[config.mk]
export PLATFORM = sky130hd
export DESIGN_NAME = fmul_pipe
export DESIGN_NICKNAME = d
export VERILOG_FILES = /design/src/rtl/fpu_pkg.sv /design/src/rtl/fmul_norm_round.sv /design/src/rtl/fmul_pipe.sv
export SDC_FILE = /design/constraint.sdc
export NUM_CORES = 2
export LEC_CHECK = 0
export CAP_MARGIN = 30
export CORE_ASPECT_RATIO = 0.9
export CORE_MARGIN = 2
export CORE_UTILIZATION = 59
export CTS_BUF_LIST = sky130_fd_sc_hd__clkbuf_4 sky130_fd_sc_hd__clkbuf_8
export CTS_CLUSTER_DIAMETER = 150
export DETAILED_ROUTE_END_ITERATION = 10
export PLACE_DENSITY = 0.81
export RECOVER_POWER = 50
export REMOVE_ABC_BUFFERS = 1
export SYNTH_ARGS = -nofsm -noshare
export SYNTH_HDL_FRONTEND = slang
export SYNTH_HIERARCHICAL = 1
export SYNTH_SLANG_ARGS = --single-unit
[constraint.sdc]
create_clock -name clk -period 5.76 [get_ports clk]
set_clock_uncertainty 0.2 [all_clocks]
set_input_delay 0.864 -clock clk [delete_from_list [all_inputs] [get_ports clk]]
set_output_delay 0.864 -clock clk [all_outputs]
set_load 0.03 [all_outputs]
[src/rtl/fpu_pkg.sv]
// Shared FPU package: IEEE-754 single-precision field widths, constants and the packed float view.
`default_nettype none

package fpu_pkg;

    localparam int BIAS    = 127;
    localparam int EXP_MAX = 255;
    localparam int FRAC_W  = 23;
    localparam int EXP_W   = 8;
    localparam int MANT_W  = FRAC_W + 1;
    localparam int PROD_W  = 2 * MANT_W;

    localparam logic [31:0] ZERO = 32'h00000000;

    typedef struct packed {
        logic              sign;
        logic [EXP_W-1:0]  exp;
        logic [FRAC_W-1:0] frac;
    } fp32_t;

    // Biased exponent with headroom for sums, the -BIAS offset and two increments.
    typedef logic signed [9:0] exp_t;

endpackage

`default_nettype wire

[src/rtl/fmul_norm_round.sv]
// Normalise (consumed in stage 2) and round/pack (consumed in stage 3) for the single-precision multiplier.
`default_nettype none

module fmul_norm_round
    import fpu_pkg::*;
(
    input  logic [PROD_W-1:0] prod_i,
    input  exp_t              e_i,
    output logic [FRAC_W-1:0] norm_frac_o,
    output logic              norm_guard_o,
    output logic              norm_sticky_o,
    output exp_t              norm_e_o,

    input  logic [FRAC_W-1:0] rnd_frac_i,
    input  logic              rnd_guard_i,
    input  logic              rnd_sticky_i,
    input  exp_t              rnd_e_i,
    input  logic              rnd_sign_i,
    input  logic              rnd_zero_i,
    output logic [31:0]       result_o
);

    always_comb begin
        if (prod_i[PROD_W-1]) begin
            norm_frac_o   = prod_i[46:24];
            norm_guard_o  = prod_i[23];
            norm_sticky_o = |prod_i[22:0];
            norm_e_o      = e_i + exp_t'(1);
        end else begin
            norm_frac_o   = prod_i[45:23];
            norm_guard_o  = prod_i[22];
            norm_sticky_o = |prod_i[21:0];
            norm_e_o      = e_i;
        end
    end

    logic          w_inc;
    logic [FRAC_W:0] w_sum;
    exp_t          w_e_final;
    fp32_t         w_pack;

    always_comb begin
        w_inc     = rnd_guard_i & (rnd_sticky_i | rnd_frac_i[0]);
        // A carry out of the fraction leaves w_sum[FRAC_W-1:0] at zero and bumps the exponent.
        w_sum     = {1'b0, rnd_frac_i} + {{FRAC_W{1'b0}}, w_inc};
        w_e_final = rnd_e_i + exp_t'({9'd0, w_sum[FRAC_W]});

        w_pack.sign = rnd_sign_i;
        w_pack.exp  = w_e_final[EXP_W-1:0];
        w_pack.frac = w_sum[FRAC_W-1:0];

        if (rnd_zero_i || (w_e_final <= exp_t'(0))) begin
            result_o = ZERO;
        end else if (w_e_final >= exp_t'(EXP_MAX)) begin
            result_o = {rnd_sign_i, 8'hFF, 23'd0};
        end else begin
            result_o = w_pack;
        end
    end

endmodule

`default_nettype wire

[src/rtl/fmul_pipe.sv]
// Three-stage pipelined single-precision multiplier: partial products, sum/normalise, round/pack.
`default_nettype none

module fmul_pipe
    import fpu_pkg::*;
(
    input  logic        clk,
    input  logic        reset,
    input  logic        en,
    input  logic        in_valid,
    input  logic [31:0] op1,
    input  logic [31:0] op2,
    output logic [31:0] result,
    output logic        out_valid
);

    // Stage 1 state
    logic              s1_q, s1_d;
    exp_t              e1_q, e1_d;
    logic              z1_q, z1_d;
    logic [35:0]       pp_lo_q, pp_lo_d;
    logic [35:0]       pp_hi_q, pp_hi_d;
    logic              v1_q;

    // Stage 2 state
    logic              s2_q;
    exp_t              e2_q, e2_d;
    logic              z2_q;
    logic [FRAC_W-1:0] frac2_q, frac2_d;
    logic              guard2_q, guard2_d;
    logic              sticky2_q, sticky2_d;
    logic              v2_q;

    // Stage 3 state
    logic [31:0]       result_q, result_d;
    logic              out_valid_q;

    fp32_t             w_a, w_b;
    logic [MANT_W-1:0] w_ma, w_mb;
    logic [PROD_W-1:0] w_prod;

    always_comb begin
        w_a     = op1;
        w_b     = op2;
        w_ma    = {1'b1, w_a.frac};
        w_mb    = {1'b1, w_b.frac};
        s1_d    = w_a.sign ^ w_b.sign;
        e1_d    = exp_t'({2'b00, w_a.exp}) + exp_t'({2'b00, w_b.exp}) - exp_t'(BIAS);
        z1_d    = (w_a.exp == '0) || (w_b.exp == '0);
        pp_lo_d = 36'(w_ma) * 36'(w_mb[11:0]);
        pp_hi_d = 36'(w_ma) * 36'(w_mb[23:12]);
        w_prod  = {12'd0, pp_lo_q} + {pp_hi_q, 12'd0};
    end

    fmul_norm_round u_norm_round (
        .prod_i        (w_prod),
        .e_i           (e1_q),
        .norm_frac_o   (frac2_d),
        .norm_guard_o  (guard2_d),
        .norm_sticky_o (sticky2_d),
        .norm_e_o      (e2_d),
        .rnd_frac_i    (frac2_q),
        .rnd_guard_i   (guard2_q),
        .rnd_sticky_i  (sticky2_q),
        .rnd_e_i       (e2_q),
        .rnd_sign_i    (s2_q),
        .rnd_zero_i    (z2_q),
        .result_o      (result_d)
    );

    always_ff @(posedge clk) begin
        if (!reset) begin
            s1_q        <= 1'b0;
            e1_q        <= '0;
            z1_q        <= 1'b0;
            pp_lo_q     <= '0;
            pp_hi_q     <= '0;
            v1_q        <= 1'b0;
            s2_q        <= 1'b0;
            e2_q        <= '0;
            z2_q        <= 1'b0;
            frac2_q     <= '0;
            guard2_q    <= 1'b0;
            sticky2_q   <= 1'b0;
            v2_q        <= 1'b0;
            result_q    <= ZERO;
            out_valid_q <= 1'b0;
        end else if (en) begin
            s1_q        <= s1_d;
            e1_q        <= e1_d;
            z1_q        <= z1_d;
            pp_lo_q     <= pp_lo_d;
            pp_hi_q     <= pp_hi_d;
            v1_q        <= in_valid;
            s2_q        <= s1_q;
            e2_q        <= e2_d;
            z2_q        <= z1_q;
            frac2_q     <= frac2_d;
            guard2_q    <= guard2_d;
            sticky2_q   <= sticky2_d;
            v2_q        <= v1_q;
            result_q    <= result_d;
            out_valid_q <= v2_q;
        end
    end

    assign result    = result_q;
    assign out_valid = out_valid_q;

endmodule

`default_nettype wire

# [After elaboration in Yosys (flattened, before gate mapping)]
# Index checks and enable logic that the tools add are counted.
[totals] wordCells=40 out_inout_bits=33 ff_bits=156
[op_classes] mul=2 addsub=6 bitwise_logic=3 n_reduce_logical=6 magnitude_cmp=2 n_mux=6
[ops] op="multiplier 24 x 12 -> 36 bit" count=2
[ops] op="adder 36 x 48 -> 48 bit" count=1
[ops] op="2-to-1 mux 32 bit" count=1
[ops] op="2-to-1 mux 31 bit" count=1
[ops] op="adder 23 x 1 -> 24 bit" count=1
[ops] op="2-to-1 mux 23 bit" count=1
[ops] op="OR reduction 23 bit" count=1
[ops] op="OR reduction 22 bit" count=1
[ops] op="zero test 8 bit" count=2
[ops] op="adder 10 x 2 -> 10 bit" count=1
[ops] op="adder 10 x 2 -> 10 bit (second input constant)" count=1
[ops] op="greater-or-equal comparator 10 x 9 -> 1 bit (second input constant)" count=1
[ops] op="<= comparator 10 x 1 -> 1 bit (second input constant)" count=1
[ops] op="2-to-1 mux 10 bit" count=1
[ops] op="subtractor 9 x 7 -> 10 bit (second input constant)" count=1
[ops] op="adder 8 x 8 -> 9 bit" count=1
[ops] op="logical OR 1 bit" count=2
[ops] op="2-to-1 mux 1 bit" count=2
[ops] op="bitwise AND 1 bit" count=1
[ops] op="bitwise OR 1 bit" count=1
[ops] op="bitwise XOR 1 bit" count=1

# [Longest topological paths before layout]
[depth] ltp_word=7 depth_mapped=24 depth_no_buf=21

# [Modules after synthesis]
# The synthesis kept the hierarchy.
[by_module_without_submodules] mod="fmul_pipe" instances=1 area_each_um2=25431.9 cells_each=2975
[by_module_without_submodules] mod="fmul_norm_round" instances=1 area_each_um2=1682.9 cells_each=232

# [Least setup slack after synthesis]
# OpenSTA, ideal clock, no wires.
[synth_path] path_type="input port to flip-flop" startpoint="input port op1[1]" endpoint="register pp_hi_q[33]" cell_stages=20 setup_time_ns=0.062 arrival_time_ns=6.034 n_path_buf=2 slack_ns=-0.536 cell_sequence="clkbuf_1 > clkbuf_1 > nand2_1 > fa_1 > fa_1 > fa_1 > inv_1 > fa_1 > inv_1 > fa_1 > inv_1 > ha_1 > o2111a_1 > a21o_2 > a31oi_1 > or3_1 > o31a_1 > o31a_1 > or4_1 > nand3_1"
[synth_between] elab_chain_len=1
[synth_lines] item="from (decl)" line="fmul_pipe.sv:11" rtl="input logic [31:0] op1,"
[synth_lines] item="multiplier 24 x 12 -> 36 bit" line="fmul_pipe.sv:51" rtl="pp_hi_d = 36'(w_ma) * 36'(w_mb[23:12]);"
[synth_lines] item="to (signal assigned)" line="fmul_pipe.sv:93" rtl="pp_hi_q <= pp_hi_d;"
[synth_lines] item="to (decl)" line="fmul_pipe.sv:22" rtl="logic [35:0] pp_hi_q, pp_hi_d;"
# No other way between the ends.
# A chain may end at the register's enable or synchronous reset.

# [Final worst setup path]
[layout_path] startpoint="input port op1[5]" endpoint="register pp_lo_q[34]"
[layout_between] elab_chain_len=1
[layout_lines] item="multiplier 24 x 12 -> 36 bit" line="fmul_pipe.sv:50" rtl="pp_lo_d = 36'(w_ma) * 36'(w_mb[11:0]);"
[layout_lines] item="to (signal assigned)" line="fmul_pipe.sv:92" rtl="pp_lo_q <= pp_lo_d;"
[layout_lines] item="to (decl)" line="fmul_pipe.sv:21" rtl="logic [35:0] pp_lo_q, pp_lo_d;"
# No other way between the ends.

==> impl_metrics.toml <==
[critical_path]
crit_arrival_ns = 6.45
crit_path_end_kind = "flip-flop"
crit_path_start = "op1[5]"
r2r-start = "pp_hi_q[6]$_SDFFE_PN0P_"
required_ns = 5.97
worstPathMaxFanout = 4
cp-start-kind = "input port"
crit_type = "input port to flip-flop"

[floorplan]
die_y_um = 207
io_pins = 101
floorplan.rows = 74
core_sq_um = 45400
initial_utilization_pct = 59.8
dieWidth_um = 230
die_area_sq_um = 47700

[detailed_routing]
drt-vias-per-instance = 6.06
dr.first_iter.drc_count = 2821
wire_per_inst_um = 22.4
firstDrtPassIters = 8
drcViolationCount = 0
ant_nets = 0
routed_wl_um = 96700
vias = 26177

[run_status]
violations = "max-capacitance violations, max-slew violations, negative setup slack"
status = "finished, violations left"

[hold_path]
min-delay-start = "pp_lo_q[11]$_SDFFE_PN0P_"
hold_class = "flip-flop to flip-flop"

[timing]
fmax_ghz = 0.160
worst_pin_slew_ns = 2.27
setup_viol = 43
setup_slack_ns = -0.474
relSlewSlack_pct = -51.6
fin_crit_sh_pct = 108
slew_viol_final = 76
hold_viol = 0
layout_min_cycle_time_ns = 6.23
rsz0062_at_grt = "true"

[synthesis]
ys_warn_count = 6
yosys.area.top_type = "fa_1"
synth_seq_cells = 156
synth.top_cell.area_share_pct = 32.6
ys.flop_type = "dfxtp_1"
ys_top_cells_by_count = "inv_1, nand2_1, fa_1"
ys_async_sr_fraction_pct = 0
synth_area_per_cell_sq_um = 8.45
netlist_area_sq_um = 27100
yosysUniqueCellTypes = 71
ys_top_cells_by_area = "fa_1, dfxtp_1, ha_1, inv_1, nand2_1"
synth_edf_count = 0
synthMostInstantiatedCell = "inv_1"
synthCells = 3207
seq_area_frac_synth_pct = 11.5

[finish]
ff_latch_area_sq_um = 3120
area.growth.synth_to_final_pct = 31.5
multi_input_area_sq_um = 22800
design_area_sq_um = 35700
drive_gt1_share_pct = 26.9
nNetsFinal = 4396
layout.cells.non_filler = 4317
fin_util_pct = 78.6
fillCellCount = 2649

[global_routing]
antenna_found_initial = 4
overflow = 0
grt_pass1_wl_um = 134000
track_usage_pct = 35.2
grt_pass1_vias = 26715
grt_max_degree = 81

[clock_tree]
cts_sinks = 156
numCtsBuffers = 17
clkTransAtPathRegs_ns = 0.09
clockBufferDepth = 2
cts_tree = "done"
cts-root-buf = "clkbuf_8"
clk_latency_ns = 0.48
ctsHtreeMaxLevel = 4

[flow_run]
cap_violations = 1

[placement]
io_buffers = 100
dpl-instance-area_sq_um = 31500
dp_hpwl_um = 61500
gp_congestion = 0.951
dp_slack_ns = -1.19
placed_cells = 4129
[sequential cells by signal, summed over array words and instances (netlist names)]
register   flops
pp_hi_q       36
pp_lo_q       36
result        32
frac2_q       23
e1_q          10
e2_q          10
guard2_q       1
out_valid      1
s1_q           1
s2_q           1
sticky2_q      1
v1_q           1
v2_q           1
z1_q           1
z2_q           1
[final timing paths]
check,to,cells after the start,slack (ns)
max,pp_lo_q[34]$_SDFFE_PN0P_,24,-0.47
min reg2reg,pp_lo_q[11]$_SDFFE_PN0P_,1,0.29
min,pp_lo_q[11]$_SDFFE_PN0P_,1,0.29
max reg2reg,frac2_q[22]$_SDFFE_PN0P_,14,0.64
[metal layers]
metal  part of all wire, %  GRT usage [%]  up-vias
li1                      -              -    10990
met1                    34           43.4    12597
met2                    47           60.2     1845
met3                    11           6.58      739
met4                   8.2           15.5        6
met5                 0.043              0        -
[metrics by stage]
stage	TNS [ns]	hold WS [ns]
2_1_floorplan	-1.26	0.246
3_3_place_gp	-40.56	0.260
3_5_place_dp	-44.81	0.274
4_1_cts	-0.882	0.293
5_1_grt	-12.94	0.324
6_report	-8.95	0.291
[layout by cell type, fill, tap and decap left out, types with 22 or more instances in the layout]
cell,synthesis,routed
fa_2,0,37
buf_12,0,50
buf_4,0,387
xor2_1,48,40
dfxtp_1,156,156
buf_6,5,91
inv_1,612,537
nor2_1,76,63
fa_1,442,405
a21o_1,59,58
dlygate4sd3_1,0,35
nand2_1,502,438
nand4_1,28,28
nand2_2,0,42
o21ai_0,54,33
xnor2_1,76,69
and2_1,111,94
mux2_2,27,27
nand2_4,0,22
a21oi_1,86,59
ha_4,0,35
nor2b_1,136,134
nor4_1,37,35
nand3_1,48,44
mux2i_1,116,116
inv_2,0,69
ha_1,190,150
[kinds of logic (layout without fill, tap and decap cells)]
group | after synthesis | after routing | share of synthesized area, %
DFF | 156 | 156 | 11.5
other | 0 | 1 | 0
xor gates and xnor gates | 124 | 124 | 4.01
adders and majority gates | 632 | 632 | 41.4
muxes | 143 | 143 | 5.40
AOI/OAI and AO/OA | 336 | 336 | 8.27
buffers and inverters | 781 | 1282 | 11.0
and+or+nand+nor | 1035 | 1035 | 18.4
[critical path, cell delays in order]
cell	delay, ns
buf_12	0.12
buf_8	0.13
buf_6	0.11
and2_4	0.15
fa_1	0.54
inv_2	0.04
fa_2	0.54
inv_2	0.04
fa_2	0.38
fa_1	0.55
inv_2	0.05
fa_1	0.53
inv_2	0.06
ha_4	0.18
a2111oi_4	0.40
o21ai_2	0.14
a41oi_2	0.27
o31ai_4	0.14
o21ai_2	0.22
buf_6	0.14
a311oi_4	0.10
o211ai_1	0.24
mux2_2	0.36
o21ai_1	0.11
[repair_timing]
action,4_1_cts,5_1_grt
setup endpoints to repair,48,42
pin swaps,155,247
gates cloned,8,0
gates resized for setup,400,378
buffers inserted,114,57
hold buffers,0,0
[cell type report]
type	count	share of cell area, %
Inverter	612	6.50
Antenna cell	1	0.00702
Timing Repair Buffer	639	17.3
Tap cell	608	2.13
Clock buffer	19	0.698
Sequential cell	156	8.76
Clock inverter	12	0.526
Multi-Input combinational cell	2270	64.0
Power is not shown: default switching activity piles up to over one toggle a cycle in this logic, so the estimate is an artifact.
